<file path="src/rtl/mem_arbiter.sv">
`timescale 1ns/1ps
`default_nettype none
// ============================================================================
// Module   : mem_arbiter
// Purpose  : Round-robin arbiter and sequencer for a single external 16-bit
//            SRAM shared by port A (CPU) and port B (loader/debug). One word
//            transaction at a time: SETUP (1 cycle), ACCESS (WAIT_CYCLES
//            cycles), DONE (1 cycle, ack to the winning port), then IDLE.
// Ports    : Clk, Reset (async, active-low)
//            A_/B_ req, we, addr[19:0], wdata[15:0] -> ack, rdata[15:0]
//            ADDR[19:0], Data_in[15:0], Data_drv[15:0], Data_oe
//            CE, UB, LB, OE, WE (active-low SRAM controls), busy
// Revision : 1.0 - initial release
// ============================================================================
module mem_arbiter #(
    parameter int WAIT_CYCLES = 2
) (
    input  logic        Clk,
    input  logic        Reset,
    input  logic        A_req,
    input  logic        A_we,
    input  logic [19:0] A_addr,
    input  logic [15:0] A_wdata,
    output logic        A_ack,
    output logic [15:0] A_rdata,
    input  logic        B_req,
    input  logic        B_we,
    input  logic [19:0] B_addr,
    input  logic [15:0] B_wdata,
    output logic        B_ack,
    output logic [15:0] B_rdata,
    output logic [19:0] ADDR,
    input  logic [15:0] Data_in,
    output logic [15:0] Data_drv,
    output logic        Data_oe,
    output logic        CE,
    output logic        UB,
    output logic        LB,
    output logic        OE,
    output logic        WE,
    output logic        busy
);

    typedef enum logic [1:0] {
        ST_IDLE   = 2'd0,
        ST_SETUP  = 2'd1,
        ST_ACCESS = 2'd2,
        ST_DONE   = 2'd3
    } state_t;

    localparam logic [3:0] c_CNT_LOAD = 4'(WAIT_CYCLES - 1);
    localparam logic       c_PORT_A   = 1'b0;
    localparam logic       c_PORT_B   = 1'b1;

    state_t      state_q;
    logic        last_grant_q;
    logic        grant_q;
    logic        we_q;
    logic [3:0]  cnt_q;

    logic        grant_d;
    logic        we_d;
    logic [19:0] addr_d;
    logic [15:0] wdata_d;

    // Winner selection; only consumed in IDLE, so it never reaches a pin
    // without passing through a register first.
    always_comb begin
        grant_d = c_PORT_A;
        if (B_req && (!A_req || (last_grant_q == c_PORT_A))) begin
            grant_d = c_PORT_B;
        end
        we_d    = grant_d ? B_we    : A_we;
        addr_d  = grant_d ? B_addr  : A_addr;
        wdata_d = grant_d ? B_wdata : A_wdata;
    end

    always_ff @(posedge Clk or negedge Reset) begin
        if (!Reset) begin
            state_q      <= ST_IDLE;
            last_grant_q <= c_PORT_B;
            grant_q      <= c_PORT_A;
            we_q         <= 1'b0;
            cnt_q        <= 4'd0;
            ADDR         <= 20'd0;
            Data_drv     <= 16'd0;
            Data_oe      <= 1'b0;
            CE           <= 1'b1;
            UB           <= 1'b1;
            LB           <= 1'b1;
            OE           <= 1'b1;
            WE           <= 1'b1;
            A_ack        <= 1'b0;
            B_ack        <= 1'b0;
            A_rdata      <= 16'd0;
            B_rdata      <= 16'd0;
            busy         <= 1'b0;
        end else begin
            A_ack <= 1'b0;
            B_ack <= 1'b0;
            case (state_q)
                ST_IDLE: begin
                    if (A_req || B_req) begin
                        // ADDR/Data_drv double as the latched request copy,
                        // so later changes on the request inputs are ignored.
                        grant_q      <= grant_d;
                        last_grant_q <= grant_d;
                        we_q         <= we_d;
                        ADDR         <= addr_d;
                        Data_drv     <= wdata_d;
                        Data_oe      <= we_d;
                        CE           <= 1'b0;
                        UB           <= 1'b0;
                        LB           <= 1'b0;
                        OE           <= we_d;
                        WE           <= 1'b1;
                        busy         <= 1'b1;
                        state_q      <= ST_SETUP;
                    end
                end
                ST_SETUP: begin
                    WE      <= ~we_q;
                    cnt_q   <= c_CNT_LOAD;
                    state_q <= ST_ACCESS;
                end
                ST_ACCESS: begin
                    if (cnt_q == 4'd0) begin
                        if (!we_q) begin
                            if (grant_q == c_PORT_B) begin
                                B_rdata <= Data_in;
                            end else begin
                                A_rdata <= Data_in;
                            end
                        end
                        // WE rises and Data_oe falls on the same edge, so
                        // write data stays on the bus until WE is released.
                        CE      <= 1'b1;
                        UB      <= 1'b1;
                        LB      <= 1'b1;
                        OE      <= 1'b1;
                        WE      <= 1'b1;
                        Data_oe <= 1'b0;
                        if (grant_q == c_PORT_B) begin
                            B_ack <= 1'b1;
                        end else begin
                            A_ack <= 1'b1;
                        end
                        state_q <= ST_DONE;
                    end else begin
                        cnt_q <= cnt_q - 4'd1;
                    end
                end
                ST_DONE: begin
                    busy    <= 1'b0;
                    state_q <= ST_IDLE;
                end
                default: begin
                    state_q <= ST_IDLE;
                end
            endcase
        end
    end

endmodule
`default_nettype wire

</file>
<file path="config.mk">
export PLATFORM = sky130hd
export DESIGN_NAME = mem_arbiter
export DESIGN_NICKNAME = d
export VERILOG_FILES = /design/src/rtl/mem_arbiter.sv
export SDC_FILE = /design/constraint.sdc
export NUM_CORES = 1
export LEC_CHECK = 0
export BUFFER_PORTS_ARGS = -buffer_cell sky130_fd_sc_hd__buf_2
export CAP_MARGIN = 20
export CORE_MARGIN = 2
export CORE_UTILIZATION = 42
export DETAILED_ROUTE_END_ITERATION = 12
export GPL_TIMING_DRIVEN = 0
export HOLD_SLACK_MARGIN = 0.15
export PLACE_DENSITY = 0.8
export SLEW_MARGIN = 15
export SYNTH_ARGS = -nofsm -noshare
export SYNTH_HDL_FRONTEND = slang
export SYNTH_SLANG_ARGS = --single-unit
</file>
<file path="constraint.sdc">
create_clock -name Clk -period 2.31 [get_ports Clk]
set_clock_uncertainty 0.15 [all_clocks]
set_input_delay 0.231 -clock Clk [delete_from_list [all_inputs] [get_ports Clk]]
set_output_delay 0.231 -clock Clk [all_outputs]
set_load 0.03 [all_outputs]
</file>
; ---- Yosys cells after proc, flatten, opt, wreduce, memory -nomap -nowiden
; Cells that the tools add are included.
[word_totals]
wordCells = 69
output_inout_bits = 77
ff_bits = 84
inputBits = 94
[op_classes]
n_mux = 25
eq_ne = 6
n_reduce_logical = 18
add_sub_neg = 1
n_bitwise = 3
[op_table]
columns = op, count
row1 = 20-bit two-way mux, 1
row2 = 16-bit two-way mux, 1
row3 = 1-bit two-way mux, 13
row4 = 1-bit one-hot mux with 2 select lines, 4
row5 = 2-bit one-hot mux with 4 select lines, 1
row6 = 4-bit one-hot mux with 2 select lines, 1
row7 = 2-bit AND reduction, 4
row8 = 4-bit AND reduction, 2
row9 = 2-bit != test (second input constant), 3
row10 = 3-bit AND reduction, 2
row11 = 2-bit nonzero test, 3
row12 = 2-bit equality test (second input constant), 2
row13 = 4-bit zero test, 1
row14 = 2-bit two-way mux, 2
row15 = 4-bit two-way mux, 1
row16 = 4-bit by 1-bit subtractor with 4-bit output (second input constant), 1
row17 = 1-bit NOT, 3
row18 = 1-bit one-hot mux with 3 select lines, 1
row19 = 3-bit nonzero test, 1
row20 = 2-bit by 1-bit equality test with 1-bit output (second input constant), 1
row21 = 2-bit zero test, 1
row22 = 1-bit logical OR, 2
row23 = 1-bit logical AND, 1
row24 = 1-bit zero test, 1

; ---- Depth between registers and ports, before layout
; Gate-level depths: netlist of run 1.
[logic_depth]
ltp_word = 7
depth_mapped = 8
depth_no_buf = 5

; ---- Worst setup path after synthesis of run 1
; Ideal clock, no wire load.
[synth_timing]
kind = register to register
start = register state_q[0]
end = register A_rdata[10]
t_required_ns = 2.035
setup_slack_ns = 0.085
path_stages_with_launch = 7
arrival_ns = 1.950
n_path_buf = 1
setup_ns = 0.125
synth_period_minus_slack_ns = 2.225
cell_sequence = dfrtp_1 inv_1 ha_1 clkinv_1 nor4_4 buf_6 mux2_2
[synth_via]
elab_chain_cells = 2
[synth_rtl]
columns = item, line
row1 = "start, declared", 55  ; state_t state_q;
row2 = "start signal, assigned", 80  ; state_q <= ST_IDLE;
row3 = "start signal, assigned", 118  ; state_q <= ST_SETUP;
row4 = "start signal, assigned", 124  ; state_q <= ST_ACCESS;
row5 = 2-bit equality test, 101  ; case (state_q)
row6 = 4-bit AND reduction (no line), -
row7 = "end signal, assigned", 132  ; A_rdata <= Data_in;
row8 = "end, declared", 25  ; output logic [15:0] A_rdata,
; Every way passes these cells.
; A chain may end at the register's enable or synchronous reset.

; ---- Final worst setup path of run 1
[layout_timing]
start = register state_q[0]
end = register A_rdata[14]
; The elaborated chain is that of the path after synthesis.

==> summary.md, run 1 <==
| Metric | Value |
|---|---|
| Status | complete, no violations |
| Pwr dens | about 1300 mW/mm2 |
| Met2 wire len | approximately 6200 um |
| Final routed DRC violation total | 0 |
| Sequential group share of total power | 0.335 |
| Lkg Pwr | about 3.0 nW |
| Die ar. | between 0.009 and 0.01 mm2 |
| P_int | between 4 and 5 mW |
| Worst-Skew Late Latency | 0.36 ns |
| Post-route cell area | approximately 0.0060 mm2 |
| Global-route wire length before repair | ~19000 um |
| Tcrit/Tclk final | 0.964 |
| H-tree level count | 3 |
| Vias in the first global route | 4007 |
| Netlist area before placement | approximately 0.0037 mm2 |
| Ports | between 150 and 200 |
| Fin Setup TNS | 0 ns |
| Net Sw Frac | 0.467 |
| Synth Flop Type | dfrtp_1 |
| Max Clk Rate | ~0.45 GHz |
| DR pass1 iterations | 4 |
| Sinks on the clock net | 84 |
| DP HPWL | between 6000 and 7000 um |
| Avg Cell Area, Syn | ~12 um2 |
| WL/cell | approximately 17 um |
| EDFF count, synth | 0 |
| Synth Net Count | ~400 |
| Starting density of the core | 0.430 |
| Vias per cell | 5.12 |
| Total GRT Usage | 0.252 |
| Crit-path leading delay family | buffers and inverters |
| Ys async rst share | 1.00 |
| Crit path top cell by count | buf_4 |
| Seq cells post-synth | 84 |
| Worst-Margin Slew | between 0.5 and 0.6 ns |
| Slowest cell on the critical path | dfrtp_1 |
| Final core occ | 0.691 |
| Hold Crit Class | in2reg |
| Comb pwr share | 0.542 |
| Startpoint types | register |
| Highest metal used | met4 |
| CP max stage delay | roughly 0.42 ns |
| Core box area | approximately 0.0086 mm2 |
| Clock buffer depth | 2 |
| Initial antenna violation count | 0 |
| Area after DPL | around 0.0047 mm2 |
| Sequential-to-total area share from yosys stat | 0.568 |
| Final antenna-violating net count | 0 |
| Port Buffer Count | 170 |
| Crit path capture type | register |
| Pre-CTS setup slack | -0.271 ns |
| DR iter-0 viols | 76 |
| Distinct cell type count after synthesis | 39 |
| Detailed Route WL | ~12000 um |
| RSZ-0062 raised after global routing | no |
| Die X | a little under 100 um |
| Psw | ~3.7 mW |
| Worst-path clk slew | 0.09 ns |
| Worst vdd ir | between 0.0006 and 0.0007 V |
| R2r setup slk | just over 0.08 ns |
| WL met1 | ~4400 um |
| Rows | 34 |
| Metal3 WL | about 730 um |
| CP Max Fanout | 4 |
| Crit path arrival time | about 2.3 ns |
| Nets | approximately 690 |
| Post-Syn Instances | roughly 310 |
| Antenna fix cells | 0 |
| Largest net degree at the start of global routing | 46 |
| Gr ovfl total | 0 |
| Die Y | 98.0 um |
| Final GP Congestion | between 0.7 and 0.8 |
| CTS Buf Count | 9 |
| CTS tree | yes |
| Count of final setup violators | 0 |
| Worst path required time | around 2.4 ns |
| Critical Path, Cell by Cell | inv_1 > ha_1 > clkinvlp_4 > nor4_4 > buf_4 > buf_4 > mux2_2 |
| Final max-slew violation count | 0 |
| CP Buf/Inv Count | 4 |
| Max cap viols | 0 |
| Relative slew margins | 0.642 |
| Min Tclk post-route | about 2.2 ns |
| Layout area overhead | 60.8% |
| CP Class | reg2reg |
| Final hold violations | 0 |
| Yosys warning count | 0 |
| Layout cells sized above 1 | 0.431 |
| Root Driver | clkbuf_8 |
| Clock power share | 0.122 |
| Vias | roughly 3600 |
| Fin worst setup slack | a little over 0.08 ns |
## tightest hold or removal path, cell delays in order
cell and delay [ns]:
buf_2 0.14, or3b_2 0.17, a22oi_1 0.09
## through the flow
step / power [mW] / hold WS (ns) / std cells
detailed placement: 6.46 / 0.0912 / 587
global placement: 6.31 / 0.307 / 586
global route: 8.31 / 0.173 / 706
finish: 7.83 / 0.175 / 706
CTS: 7.69 / 0.150 / 703
floorplan: 5.25 / -0.215 / 308
## path summary, 6_finish.rpt
path / from / endpoint / cells after the start
max in group asynchronous: Reset / Data_drv[13] / 3
max: state_q[0] / A_rdata[14] / 7
min reg2reg: WE / WE / 2
max reg2reg: state_q[0] / A_rdata[14] / 7
min in group asynchronous: Reset / Data_drv[3] / 2
min: B_req / busy / 3
## cell usage in the layout (no fill, tap or decap), types with 3 or more instances in the layout
cell	count
a21oi_1	5
buf_2	171
buf_4	14
buf_6	3
clkbuf_1	5
clkbuf_2	5
clkbuf_8	9
clkinvlp_4	3
dfrtp_1	80
dfstp_2	4
dlygate4sd3_1	93
ha_1	6
inv_1	4
mux2_2	32
mux2i_1	40
nand2_1	39
nor2_1	3
nor3_1	5
o21ai_0	40
## power by group through the flow
| stage | sequential, mW | clock, mW | combinational [mW] |
|---|---|---|---|
| floorplan | 3.84 | 0 | 1.41 |
| global placement | 2.59 | 0 | 3.72 |
| detailed placement | 2.63 | 0 | 3.83 |
| CTS | 2.61 | 0.971 | 4.11 |
| global route | 2.72 | 1.05 | 4.54 |
| finish | 2.63 | 0.958 | 4.25 |
## sequential cells by signal (all words and copies together), names as in the netlist, 2 cells and up
name      flops
ADDR         20
cnt_q         4
B_rdata      16
Data_drv     16
state_q       2
A_rdata      16
## Yosys cell counts, types with 2 or more instances
cell	instances	area, um2
nor3_1	5	25.0
dfstp_2	4	105
inv_1	6	22.5
o21ai_0	40	200
buf_4	2	15.0
ha_1	7	87.6
mux2_2	33	372
nor2b_1	2	12.5
nand3_1	2	10.0
dfrtp_1	80	2000
mux2i_1	40	400
nand2_1	39	146
a21oi_1	5	25.0
o22ai_1	2	12.5
clkbuf_1	10	37.5
buf_2	5	25.0
and3_1	2	12.5
nor2_1	3	11.3
## cell type report
class                   instances  area [um2]
fillers                       621        2670
flip-flops and latches         84        2110
repair buffers                275        1890
multi-input cells             198        1520
well taps                     108         135
clock buffers                   9         124
plain buffers                  18         106
clock inverters                 7        51.3
inverters                       7        30.0
## per-layer routing
metal	vias to the layer above	GRT usage
met5	-	0
li1	1649	-
met2	170	0.452
met1	1760	0.283
met4	0	0.116
met3	36	0.0608
## timing repair
| action | in CTS | in global routing |
|---|---|---|
| endpoints found under the setup margin | 56 | 62 |
| hold buffers | 93 | 0 |
| pin swaps | 2 | 2 |
| cloned | 1 | 0 |
| setup buffers | 6 | 4 |
| resized for setup | 10 | 14 |
| hold endpoints to repair | 155 | 0 |
## cell families (layout without fill, tap and decap cells)
kind of cell	Yosys count	count (layout)	synth area share
adder cells (fa/ha/maj)	7	7	0.0236
AND/OR/NAND/NOR	59	59	0.0786
flip-flops	84	84	0.568
multiplexers	73	73	0.208
AO/OA/AOI/OAI	59	59	0.0897
buffers and inverters	26	316	0.0320
(Power assumes the default switching activity.)
==> run 2, diff against run 1 <==
--- a/config.mk
+++ b/config.mk
@@ -7,12 +7,14 @@
 export LEC_CHECK = 0
 export BUFFER_PORTS_ARGS = -buffer_cell sky130_fd_sc_hd__buf_2
 export CAP_MARGIN = 20
-export CORE_MARGIN = 2
-export CORE_UTILIZATION = 42
+export CORE_MARGIN = 5
+export CORE_UTILIZATION = 44
+export CTS_BUF_LIST = sky130_fd_sc_hd__clkbuf_8
 export DETAILED_ROUTE_END_ITERATION = 12
 export GPL_TIMING_DRIVEN = 0
 export HOLD_SLACK_MARGIN = 0.15
-export PLACE_DENSITY = 0.8
+export MAX_ROUTING_LAYER = met4
+export PLACE_DENSITY = 0.83
 export SLEW_MARGIN = 15
 export SYNTH_ARGS = -nofsm -noshare
 export SYNTH_HDL_FRONTEND = slang
==> summary.md, run 2 (synthesis results as in run 1) <==
| Metric | Value |
|---|---|
| Vias in the first global route | 4124 (+2.9%) |
| Nets | 693 (-0.14%) |
| Largest net degree at the start of global routing | 52 (+13%) |
| Crit. Startpoint | B_req |
| Max Clk Rate | 0.442 GHz (-1.6%) |
| Largest register FFs | 20 (unchanged) |
| Worst path required time | 2.35 ns (-0.04 ns) |
| Fin Setup TNS | 0 ns (unchanged) |
| Post-Place Cells | 584 (-0.51%) |
| Rows | 33 (-2.9%) |
| Pwr dens | 1360 mW/mm2 (+3.5%) |
| Crit path arrival time | 2.31 ns (about the same) |
| Most flops, register | ADDR |
| Ports | 171 (unchanged) |
| Overall Power | 8.12 mW (+3.7%) |
| CTS tree | yes |
| Post-route cell area | 0.00598 mm2 (+0.23%) |
| Worst-path clk slew | 0.09 ns (about the same) |
| Layout cells sized above 1 | 0.430 (-0.000952) |
| Final GP Congestion | 0.793 (+2.1%) |
| Port Buffer Count | 170 (unchanged) |
| Sequential group share of total power | 0.330 (-0.005) |
| Worst-Skew Late Latency | 0.36 ns (about the same) |
| Worst vdd ir | 0.000709 V (+14%) |
| Vias | 3723 (+3.0%) |
| Most common cell after layout, fill and taps aside | buf_2 |
| Reg-to-Reg Start | state_q[0] |
| Min Tclk post-route | 2.26 ns (+0.0367 ns) |
| Net Sw Frac | 0.476 (+0.00932) |
| Final max-slew violation count | 0 (unchanged) |
| Final antenna-violating net count | 0 (unchanged) |
| Die X | 102 um (+3.9%) |
| Comb pwr share | 0.533 (-0.009) |
| Gr ovfl total | 0 (unchanged) |
| Total GRT Usage | 0.275 (+0.0230) |
| Initial antenna violation count | 0 (unchanged) |
| Die ar. | 0.0104 mm2 (+8.0%) |
| Root Driver | clkbuf_8 |
| Layout area overhead | 61.1% |
| DR iter-0 viols | 122 (+61%) |
| CP Max Fanout | 10 (+6) |
| H-tree level count | 3 (unchanged) |
| Sinks on the clock net | 84 (unchanged) |
| DP HPWL | 7400 um (+8.4%) |
| Area after DPL | 0.00472 mm2 (about the same) |
| Worst-Margin Slew | 0.577 ns (+0.0402 ns) |
| RSZ-0062 raised after global routing | no |
| Relative slew margins | 0.615 (-0.0277) |
| Psw | 3.87 mW (+5.8%) |
| P_int | 4.26 mW (+1.9%) |
| Clock power share | 0.137 (+0.015) |
| Startpoint types | primary input |
| Lkg Pwr | 2.99 nW (-0.41%) |
| Tcrit/Tclk final | 0.980 (+0.0159) |
| Global-route wire length before repair | 21100 um (+10%) |
| Die Y | 102 um (+3.9%) |
| Crit path capture type | register |
| Final Instance Count excl. Fillers | 702 (-0.57%) |
| Pre-CTS setup slack | -0.306 ns (-0.0349 ns) |
| Hold Crit Class | in2async |
| Final routed DRC violation total | 0 (unchanged) |
| WL/cell | 19.6 um (+18%) |
| Worst R2R Path Depth | 7 (unchanged) |
| Antenna fix cells | 0 (unchanged) |
| Vias per cell | 5.30 (+3.6%) |
| Max cap viols | 0 (unchanged) |
| Commonest non-fill, non-tap cells in the layout | buf_2, dlygate4sd3_1, dfrtp_1 |
| Detailed Route WL | 13800 um (+17%) |
| Final hold violations | 0 (unchanged) |
| Clock buffer depth | 2 (unchanged) |
| Core box area | 0.00822 mm2 (-4.9%) |
| Count of final setup violators | 0 (unchanged) |
| Worst hold slack | 0.213 ns (+0.0379 ns) |
| Starting density of the core | 0.451 (+0.0219) |
| Final core occ | 0.728 (+0.0369) |
| Status | complete, no violations |
| CP Class | in2reg |
| CTS Buf Count | 9 (unchanged) |
| Filler instances | 519 (-16%) |
| Fin worst setup slack | 0.0462 ns (-0.0367 ns) |
| DR pass1 iterations | 5 (+1) |
run 2: cell types whose count changed in the layout (fill, tap and decap cells not counted), moves of 2 or more:
| cell | change |
|---|---|
| ha_2 | +2 |
| clkinv_2 | -2 |
| clkbuf_2 | -2 |
| ha_1 | -2 |
| buf_2 | +2 |
run 2: path summary, 6_finish.rpt:
check	slack, ns	endpoint
max	0.05	ADDR[13]
min	0.21	ADDR[15]
max reg2reg	0.13	ADDR[13]
min reg2reg	0.34	Data_drv[6]
max in group asynchronous	1.15	WE
min in group Clk	0.34	Data_drv[6]
run 2: metal layers:
layer,share of wire,vias to the layer above,GRT usage
met4,0.053,0,0.156
li1,-,1641,-
met5,0,-,-
met3,0.088,72,0.0689
met2,0.49,243,0.450
met1,0.36,1767,0.307
run 2: what timing repair did:
item / CTS / global route
cloned: 1 / 0
pin swaps: 1 / 1
buffers inserted: 6 / 2
endpoints found under the setup margin: 56 / 53
gates resized for setup: 12 / 10
hold buffers: 94 / 0
hold endpoints to repair: 151 / 0
run 2: area by class of cell:
class | instances | area, um2 | share of cell area
well taps | 105 | 131 | 0.0220
clock inverters | 7 | 82.6 | 0.0138
inverters | 7 | 30.0 | 0.00502
repair buffers | 274 | 1890 | 0.316
plain buffers | 18 | 106 | 0.0178
flip-flops and latches | 84 | 2110 | 0.352
multi-input cells | 198 | 1510 | 0.252
clock buffers | 9 | 124 | 0.0207
run 2: worst max-delay path: stages:
cell and delay (ns):
dlygate4sd3_1 0.55, buf_2 0.16, a21boi_1 0.26, buf_4 0.30, clkbuf_4 0.31, mux2i_1 0.30
o21ai_0 0.19
run 2: power by group through the flow:
| stage | logic [mW] | clock network [mW] | registers [mW] |
|---|---|---|---|
| global placement | 3.74 | 0 | 2.59 |
| detailed placement | 3.85 | 0 | 2.63 |
| floorplan | 1.41 | 0 | 3.84 |
| global route | 4.61 | 1.17 | 2.76 |
| finish | 4.33 | 1.11 | 2.68 |
| CTS | 4.11 | 1.12 | 2.61 |
